[src/rtl/mips_muldiv_unit_if.sv]
// Request/response bundle between the MIPS control/datapath and the
// multiply/divide unit. The issuer drives the request side (master),
// the unit drives busy/done and the HI/LO pair (slave).
interface mips_muldiv_unit_if #(
  parameter int WIDTH = 32
);
  logic             clk_enable;
  logic             start;
  logic [2:0]       op;
  logic [WIDTH-1:0] operand_a;
  logic [WIDTH-1:0] operand_b;
  logic             busy;
  logic             done;
  logic             div_by_zero;
  logic [WIDTH-1:0] hi;
  logic [WIDTH-1:0] lo;

  modport master (
    output clk_enable, start, op, operand_a, operand_b,
    input  busy, done, div_by_zero, hi, lo
  );

  modport slave (
    input  clk_enable, start, op, operand_a, operand_b,
    output busy, done, div_by_zero, hi, lo
  );
endinterface

[src/rtl/mips_muldiv_unit.sv]
// Iterative multiply/divide unit owning HI/LO. Signed operations are
// reduced to unsigned magnitudes at accept time, iterated one bit per
// cycle (shift-add multiply, restoring divide), and sign-corrected in a
// final commit cycle. MTHI/MTLO write HI/LO directly from IDLE.
module mips_muldiv_unit #(
  parameter int WIDTH = 32
) (
  input logic              clk,
  input logic              reset,
  mips_muldiv_unit_if.slave bus
);

  localparam int CW = $clog2(WIDTH + 1);

  localparam logic [2:0] OP_MULT  = 3'b000;
  localparam logic [2:0] OP_MULTU = 3'b001;
  localparam logic [2:0] OP_DIV   = 3'b010;
  localparam logic [2:0] OP_DIVU  = 3'b011;
  localparam logic [2:0] OP_MTHI  = 3'b100;
  localparam logic [2:0] OP_MTLO  = 3'b101;

  typedef enum logic [1:0] {
    IDLE,
    RUN,
    FIX
  } state_t;

  state_t             state;
  logic [CW-1:0]      count;
  logic               is_mul;
  logic               res_neg;
  logic               rem_neg;
  logic               div_zero;
  // Multiplicand for multiply, divisor for divide
  logic [WIDTH-1:0]   addend;
  // Raw dividend, needed for the divide-by-zero HI value
  logic [WIDTH-1:0]   src_a;
  // Multiply: {partial product, remaining multiplier bits}
  // Divide: low half holds dividend bits shifting out / quotient shifting in
  logic [2*WIDTH-1:0] acc;
  logic [WIDTH-1:0]   rem;

  logic [WIDTH-1:0]   hi_q;
  logic [WIDTH-1:0]   lo_q;
  logic               busy_q;
  logic               done_q;
  logic               dz_q;

  logic               a_neg;
  logic               b_neg;
  logic [WIDTH-1:0]   mag_a_in;
  logic [WIDTH-1:0]   mag_b_in;
  logic [WIDTH:0]     mul_sum;
  logic [WIDTH:0]     div_trial;
  logic               div_ge;
  logic [WIDTH-1:0]   div_diff;
  logic [2*WIDTH-1:0] prod_fix;
  logic [WIDTH-1:0]   quot_fix;
  logic [WIDTH-1:0]   rem_fix;

  // Operand magnitudes and signs for a request arriving this cycle;
  // MIN negates to itself, which is its correct unsigned magnitude
  always_comb begin
    a_neg    = ~bus.op[0] & bus.operand_a[WIDTH-1];
    b_neg    = ~bus.op[0] & bus.operand_b[WIDTH-1];
    mag_a_in = a_neg ? -bus.operand_a : bus.operand_a;
    mag_b_in = b_neg ? -bus.operand_b : bus.operand_b;
  end

  // One iteration of each algorithm; the trial remainder is WIDTH+1 bits
  // wide, and whenever it is kept or reduced the result fits in WIDTH bits
  always_comb begin
    mul_sum   = {1'b0, acc[2*WIDTH-1:WIDTH]} + {1'b0, addend};
    div_trial = {rem, acc[WIDTH-1]};
    div_ge    = div_trial >= {1'b0, addend};
    div_diff  = div_trial[WIDTH-1:0] - addend;
  end

  // Sign correction applied in the commit cycle
  always_comb begin
    prod_fix = res_neg ? -acc : acc;
    quot_fix = res_neg ? -acc[WIDTH-1:0] : acc[WIDTH-1:0];
    rem_fix  = rem_neg ? -rem : rem;
  end

  // Control FSM, iteration datapath and HI/LO registers
  always_ff @(posedge clk) begin
    if (reset) begin
      state    <= IDLE;
      count    <= '0;
      is_mul   <= 1'b0;
      res_neg  <= 1'b0;
      rem_neg  <= 1'b0;
      div_zero <= 1'b0;
      addend   <= '0;
      src_a    <= '0;
      acc      <= '0;
      rem      <= '0;
      hi_q     <= '0;
      lo_q     <= '0;
      busy_q   <= 1'b0;
      done_q   <= 1'b0;
      dz_q     <= 1'b0;
    end else if (bus.clk_enable) begin
      done_q <= 1'b0;
      dz_q   <= 1'b0;
      case (state)
        IDLE: begin
          if (bus.start) begin
            case (bus.op)
              OP_MULT, OP_MULTU: begin
                is_mul   <= 1'b1;
                addend   <= mag_a_in;
                acc      <= {{WIDTH{1'b0}}, mag_b_in};
                rem      <= '0;
                res_neg  <= a_neg ^ b_neg;
                rem_neg  <= a_neg;
                div_zero <= 1'b0;
                src_a    <= bus.operand_a;
                count    <= CW'(WIDTH);
                busy_q   <= 1'b1;
                state    <= RUN;
              end
              OP_DIV, OP_DIVU: begin
                is_mul   <= 1'b0;
                addend   <= mag_b_in;
                acc      <= {{WIDTH{1'b0}}, mag_a_in};
                rem      <= '0;
                res_neg  <= a_neg ^ b_neg;
                rem_neg  <= a_neg;
                div_zero <= (bus.operand_b == '0);
                src_a    <= bus.operand_a;
                count    <= CW'(WIDTH);
                busy_q   <= 1'b1;
                state    <= RUN;
              end
              OP_MTHI: hi_q <= bus.operand_a;
              OP_MTLO: lo_q <= bus.operand_a;
              default: ;
            endcase
          end
        end
        RUN: begin
          if (is_mul) begin
            if (acc[0]) begin
              acc <= {mul_sum, acc[WIDTH-1:1]};
            end else begin
              acc <= {1'b0, acc[2*WIDTH-1:1]};
            end
          end else begin
            rem <= div_ge ? div_diff : div_trial[WIDTH-1:0];
            acc <= {acc[2*WIDTH-1:WIDTH], acc[WIDTH-2:0], div_ge};
          end
          count <= count - CW'(1);
          if (count == CW'(1)) begin
            state <= FIX;
          end
        end
        FIX: begin
          if (is_mul) begin
            hi_q <= prod_fix[2*WIDTH-1:WIDTH];
            lo_q <= prod_fix[WIDTH-1:0];
          end else if (div_zero) begin
            hi_q <= src_a;
            lo_q <= '1;
            dz_q <= 1'b1;
          end else begin
            hi_q <= rem_fix;
            lo_q <= quot_fix;
          end
          done_q <= 1'b1;
          busy_q <= 1'b0;
          state  <= IDLE;
        end
        default: state <= IDLE;
      endcase
    end
  end

  assign bus.busy        = busy_q;
  assign bus.done        = done_q;
  assign bus.div_by_zero = dz_q;
  assign bus.hi          = hi_q;
  assign bus.lo          = lo_q;

endmodule

[src/flat_wrapper.sv]
// flat-port wrapper written by rule: the top's interface ports become plain ports
module mips_muldiv_unit_flat 
#(
  parameter int WIDTH = 32
)
  (clk, reset, bus_clk_enable, bus_start, bus_op, bus_operand_a, bus_operand_b, bus_busy, bus_done, bus_div_by_zero, bus_hi, bus_lo);
  mips_muldiv_unit_if #(.WIDTH(WIDTH)) bus_i ();
  input logic clk;
  input logic reset;
  input wire logic [$bits(bus_i.clk_enable)-1:0] bus_clk_enable;
  input wire logic [$bits(bus_i.start)-1:0] bus_start;
  input wire logic [$bits(bus_i.op)-1:0] bus_op;
  input wire logic [$bits(bus_i.operand_a)-1:0] bus_operand_a;
  input wire logic [$bits(bus_i.operand_b)-1:0] bus_operand_b;
  output wire logic [$bits(bus_i.busy)-1:0] bus_busy;
  output wire logic [$bits(bus_i.done)-1:0] bus_done;
  output wire logic [$bits(bus_i.div_by_zero)-1:0] bus_div_by_zero;
  output wire logic [$bits(bus_i.hi)-1:0] bus_hi;
  output wire logic [$bits(bus_i.lo)-1:0] bus_lo;
  assign bus_i.clk_enable = bus_clk_enable;
  assign bus_i.start = bus_start;
  assign bus_i.op = bus_op;
  assign bus_i.operand_a = bus_operand_a;
  assign bus_i.operand_b = bus_operand_b;
  assign bus_busy = bus_i.busy;
  assign bus_done = bus_i.done;
  assign bus_div_by_zero = bus_i.div_by_zero;
  assign bus_hi = bus_i.hi;
  assign bus_lo = bus_i.lo;
  mips_muldiv_unit #(.WIDTH(WIDTH)) u_core (.clk(clk), .reset(reset), .bus(bus_i));
endmodule
[config.mk]
export PLATFORM = sky130hd
export DESIGN_NAME = mips_muldiv_unit_flat
export DESIGN_NICKNAME = d
export VERILOG_FILES = /design/src/rtl/mips_muldiv_unit_if.sv /design/src/rtl/mips_muldiv_unit.sv /design/src/flat_wrapper.sv
export SDC_FILE = /design/constraint.sdc
export NUM_CORES = 1
export LEC_CHECK = 0
export CAP_MARGIN = 20
export CORE_ASPECT_RATIO = 0.9
export CORE_UTILIZATION = 50
export DETAILED_ROUTE_END_ITERATION = 12
export GPL_TIMING_DRIVEN = 0
export PLACE_DENSITY = 0.7
export SYNTH_ARGS = -nofsm -noshare
export SYNTH_HDL_FRONTEND = slang
export SYNTH_SLANG_ARGS = --single-unit
[constraint.sdc]
create_clock -name clk -period 4.3 [get_ports clk]
set_clock_uncertainty 0.1 [all_clocks]
set_input_delay 0.43 -clock clk [delete_from_list [all_inputs] [get_ports clk]]
set_output_delay 0.43 -clock clk [all_outputs]
set_load 0.1 [all_outputs]
==> impl_metrics.env <==
export IMPL_ant_nets=0
export IMPL_dp_hpwl_um=65800
export IMPL_grt_overflow=0
export IMPL_drv_cap=0
export IMPL_nFillCells=3289
export IMPL_grt_max_degree=14
export IMPL_hp_class="input pin to flop"
export IMPL_max_clock_freq_mhz=251
export IMPL_via_count=20900
export IMPL_path_buf_inv=3
export IMPL_setup_viol=0
export IMPL_p_int_mw=4.44
export IMPL_ios=138
export IMPL_core_area_sq_mm=0.0353
export IMPL_switchingPower_mw=2.42
export IMPL_worst_slew_pin_slew_ps=1150
export IMPL_detail_route_wl_per_cell_um=26.9
export IMPL_synth_seq_cells=239
export IMPL_final_common_cell="nand2_1"
export IMPL_gp_congestion=1.06
export IMPL_drc=0
export IMPL_synth_nets=2570
export IMPL_end_kind="flop"
export IMPL_period_share_pct=92.8
export IMPL_min_period_ps=3990
export IMPL_cts_made_buffers=28
export IMPL_rsz0062_at_grt="no"
export IMPL_htreeDepth=1
export IMPL_crit_fanout=10
export IMPL_slew_violations=0
export IMPL_nets=2731
export IMPL_cp_arrival_ps=4380
export IMPL_dr_first_iter_drc_count=2993
export IMPL_cpMostUsedCell="a31oi_1"
export IMPL_port_buffers=131
export IMPL_rows=65
export IMPL_clockRootBuffer="clkbuf_16"
export IMPL_grt_pass1_wl_um=121000
export IMPL_ys_flop_type="dfxtp_1"
export IMPL_drtPass1Iterations=9
export IMPL_seq_area_sq_mm=0.00478
export IMPL_grt_pass1_vias=18600
export IMPL_clk_pin_slew_ps=60
export IMPL_seq_power_share_pct=34.8
export IMPL_cts_tree="built"
export IMPL_combPwrFrac_pct=26.3
export IMPL_critical_path_required_ps=4690
export IMPL_drt_total_wl_um=82800
export IMPL_syn_area_sq_mm=0.0180
export IMPL_synth_cell_types=88
export IMPL_sw_frac_of_total_pct=35.3
export IMPL_cts_setup_buffers=0
export IMPL_status="complete, no violations"
export IMPL_critPathKind="flop to flop"
export IMPL_synth_warning_count=0
export IMPL_cts_hold_buf=0
export IMPL_antenna_found_initial=0
export IMPL_clock_path_buffers=3
export IMPL_slew_headroom_pct=23.7
export IMPL_ir_drop_uv=286
export IMPL_track_usage_pct=43.4
export IMPL_drive_gt1_share_pct=3.22
export IMPL_clock_latency_ps=570
export IMPL_synth_async_reset_ratio_pct=0
export IMPL_final_cell_mix="nand2_1 (324), dfxtp_1 (239), a21oi_1 (225)"
export IMPL_powerDensity_mw_per_mm2=327
export IMPL_multi_input_comb_area_sq_mm=0.0123
export IMPL_hold_violations=0
export IMPL_cp_top_family="compound AO/OA/AOI/OAI gates"
export IMPL_synth_edf_count=0
export IMPL_die_x_um=202
export IMPL_start_util_pct=51.1
export IMPL_leakage_nw=7.51
export IMPL_syn_inst=2427
export IMPL_clock_sink_count=239
export IMPL_die_area_sq_mm=0.0369
export IMPL_cpPeakStageDelay_ps=460
export IMPL_ys_seq_area_share_pct=26.5
export IMPL_clkPwrFrac_pct=38.9
export IMPL_synthToLayoutAreaGrowth_pct=16.1
export IMPL_finalSetupTns_ps=0
export IMPL_avgSynthCellArea_sq_um=7.44
export IMPL_holdWs_ps=153
export IMPL_viasPerCell=6.79
export IMPL_crit_path_cell_trace="inv_1, ha_1, a21oi_1, o211a_1, nor3b_1, a21boi_1, o211ai_1, a31oi_1, buf_2, clkbuf_1, o21ai_0, a31oi_1"
export IMPL_cp_start_kind="flop"
export IMPL_die_h_um=182
export IMPL_cp_slowest_cell="a21boi_1"
[cells by family (layout without fill, tap and decap cells)]
kind of cell | Yosys count | after routing | share of synthesized area, %
and+or+nand+nor | 826 | 826 | 21.3
AOI/OAI and AO/OA | 796 | 796 | 29.7
buffers and inverters | 249 | 431 | 5.19
DFF | 239 | 239 | 26.5
xor gates and xnor gates | 191 | 191 | 9.27
adders and majority gates | 72 | 72 | 5.07
muxes | 54 | 54 | 3.02
other | 0 | 1 | 0
[final cells by class]
| type | count | area share, % |
|---|---|---|
| Multi-Input combinational cell | 1939 | 58.8 |
| Sequential cell | 239 | 22.8 |
| Timing Repair Buffer | 131 | 6.26 |
| Clock buffer | 36 | 3.78 |
| Buffer | 182 | 3.27 |
| Tap cell | 469 | 2.80 |
| Inverter | 67 | 1.20 |
| Clock inverter | 15 | 1.03 |
| Antenna cell | 1 | 0.0119 |
[power groups by stage]
stage | clock (mW) | combinational [mW] | sequential [mW]
after floorplan | 0 | 1.03 | 2.45
after global placement | 0 | 1.69 | 2.42
after detailed placement | 0 | 1.70 | 2.43
after CTS | 2.64 | 1.71 | 2.38
after global routing | 2.75 | 1.89 | 2.38
final | 2.67 | 1.80 | 2.38
[worst register-to-register path, cell delays in order, from the launching register on]
cell      delay (ps)
dfxtp_1          430
inv_1            120
ha_1             410
a21oi_1          190
o211a_1          300
nor3b_1          170
a21boi_1         460
o211ai_1         230
a31oi_1          320
buf_2            320
clkbuf_1         420
o21ai_0          240
a31oi_1          220
[metrics by stage]
stage	util [%]	total power, mW	std cells	setup WS, ps	cell area (sq um)
after floorplan	-	3.48	2427	1230	18000
after global placement	56.5	4.11	3027	276	19900
after detailed placement	56.5	4.13	3027	283	19900
after CTS	59.4	6.73	3078	248	21000
after global routing	59.4	7.02	3078	78.7	21000
final	59.4	6.85	3079	310	21000
[registers in the layout, indices dropped and copies added, names as in the netlist]
register                cells
u_core.bus.done             1
u_core.res_neg              1
u_core.bus.busy             1
u_core.bus.div_by_zero      1
u_core.div_zero             1
u_core.count                6
u_core.acc                 64
u_core.rem_neg              1
u_core.rem                 32
u_core.bus.hi              32
u_core.addend              32
u_core.is_mul               1
u_core.bus.lo              32
u_core.src_a               32
u_core.state                2
[cell usage after synthesis, types with 10 or more instances]
cell type	count	area share, %
a311oi_1	11	0.53
o221ai_1	46	2.2
dfxtp_1	239	27
nor2_1	215	4.5
clkbuf_1	159	3.3
a221o_1	12	0.67
and3_1	18	0.62
a22oi_1	13	0.54
nand4_1	21	0.73
nor3_1	73	2.0
inv_1	65	1.4
nor4_1	17	0.59
nand2b_1	16	0.55
a41oi_1	10	0.49
ha_1	70	4.9
a31oi_1	17	0.59
buf_1	22	0.46
nand3_1	39	1.1
o31ai_1	32	1.3
o21ai_0	130	3.6
a211oi_1	40	1.7
or3_1	15	0.52
nand2_1	324	6.7
o211ai_1	58	2.4
mux2i_1	51	2.8
a221oi_1	14	0.68
or4_1	18	0.75
a21o_1	32	1.3
o21a_1	13	0.54
nor2b_1	17	0.59
o22ai_1	29	1.0
xnor2_1	103	5.0
o41ai_1	28	1.4
a21oi_1	225	6.2
xor2_1	88	4.3
[final timing paths]
check | startpoint | endpoint | slack [ps] | depth (start not counted)
max | u_core.addend[10] | u_core.acc[0] | 310 | 12
min | bus_operand_a[19] | u_core.src_a[19] | 150 | 3
max reg2reg | u_core.addend[10] | u_core.acc[0] | 310 | 12
min reg2reg | u_core.bus.lo[0] | u_core.bus.lo[0] | 350 | 2
[routing by layer]
metal  routed length, um  vias to the layer above  global-route usage, %  share of wire, %
met5                   0                        -                      0                 0
met4                3360                        0                   14.7               4.1
met3               12700                      203                   14.8                15
met2               32800                     1517                   61.0                40
met1               34000                     9932                   61.1                41
li1                    -                     9266                      -                 -
[repair_timing]
item,4_1_cts,5_1_grt
setup endpoints to repair,0,1
resized for setup,0,1
hold endpoints to repair,0,0
No activity file was read; power rests on OpenSTA's default activity.
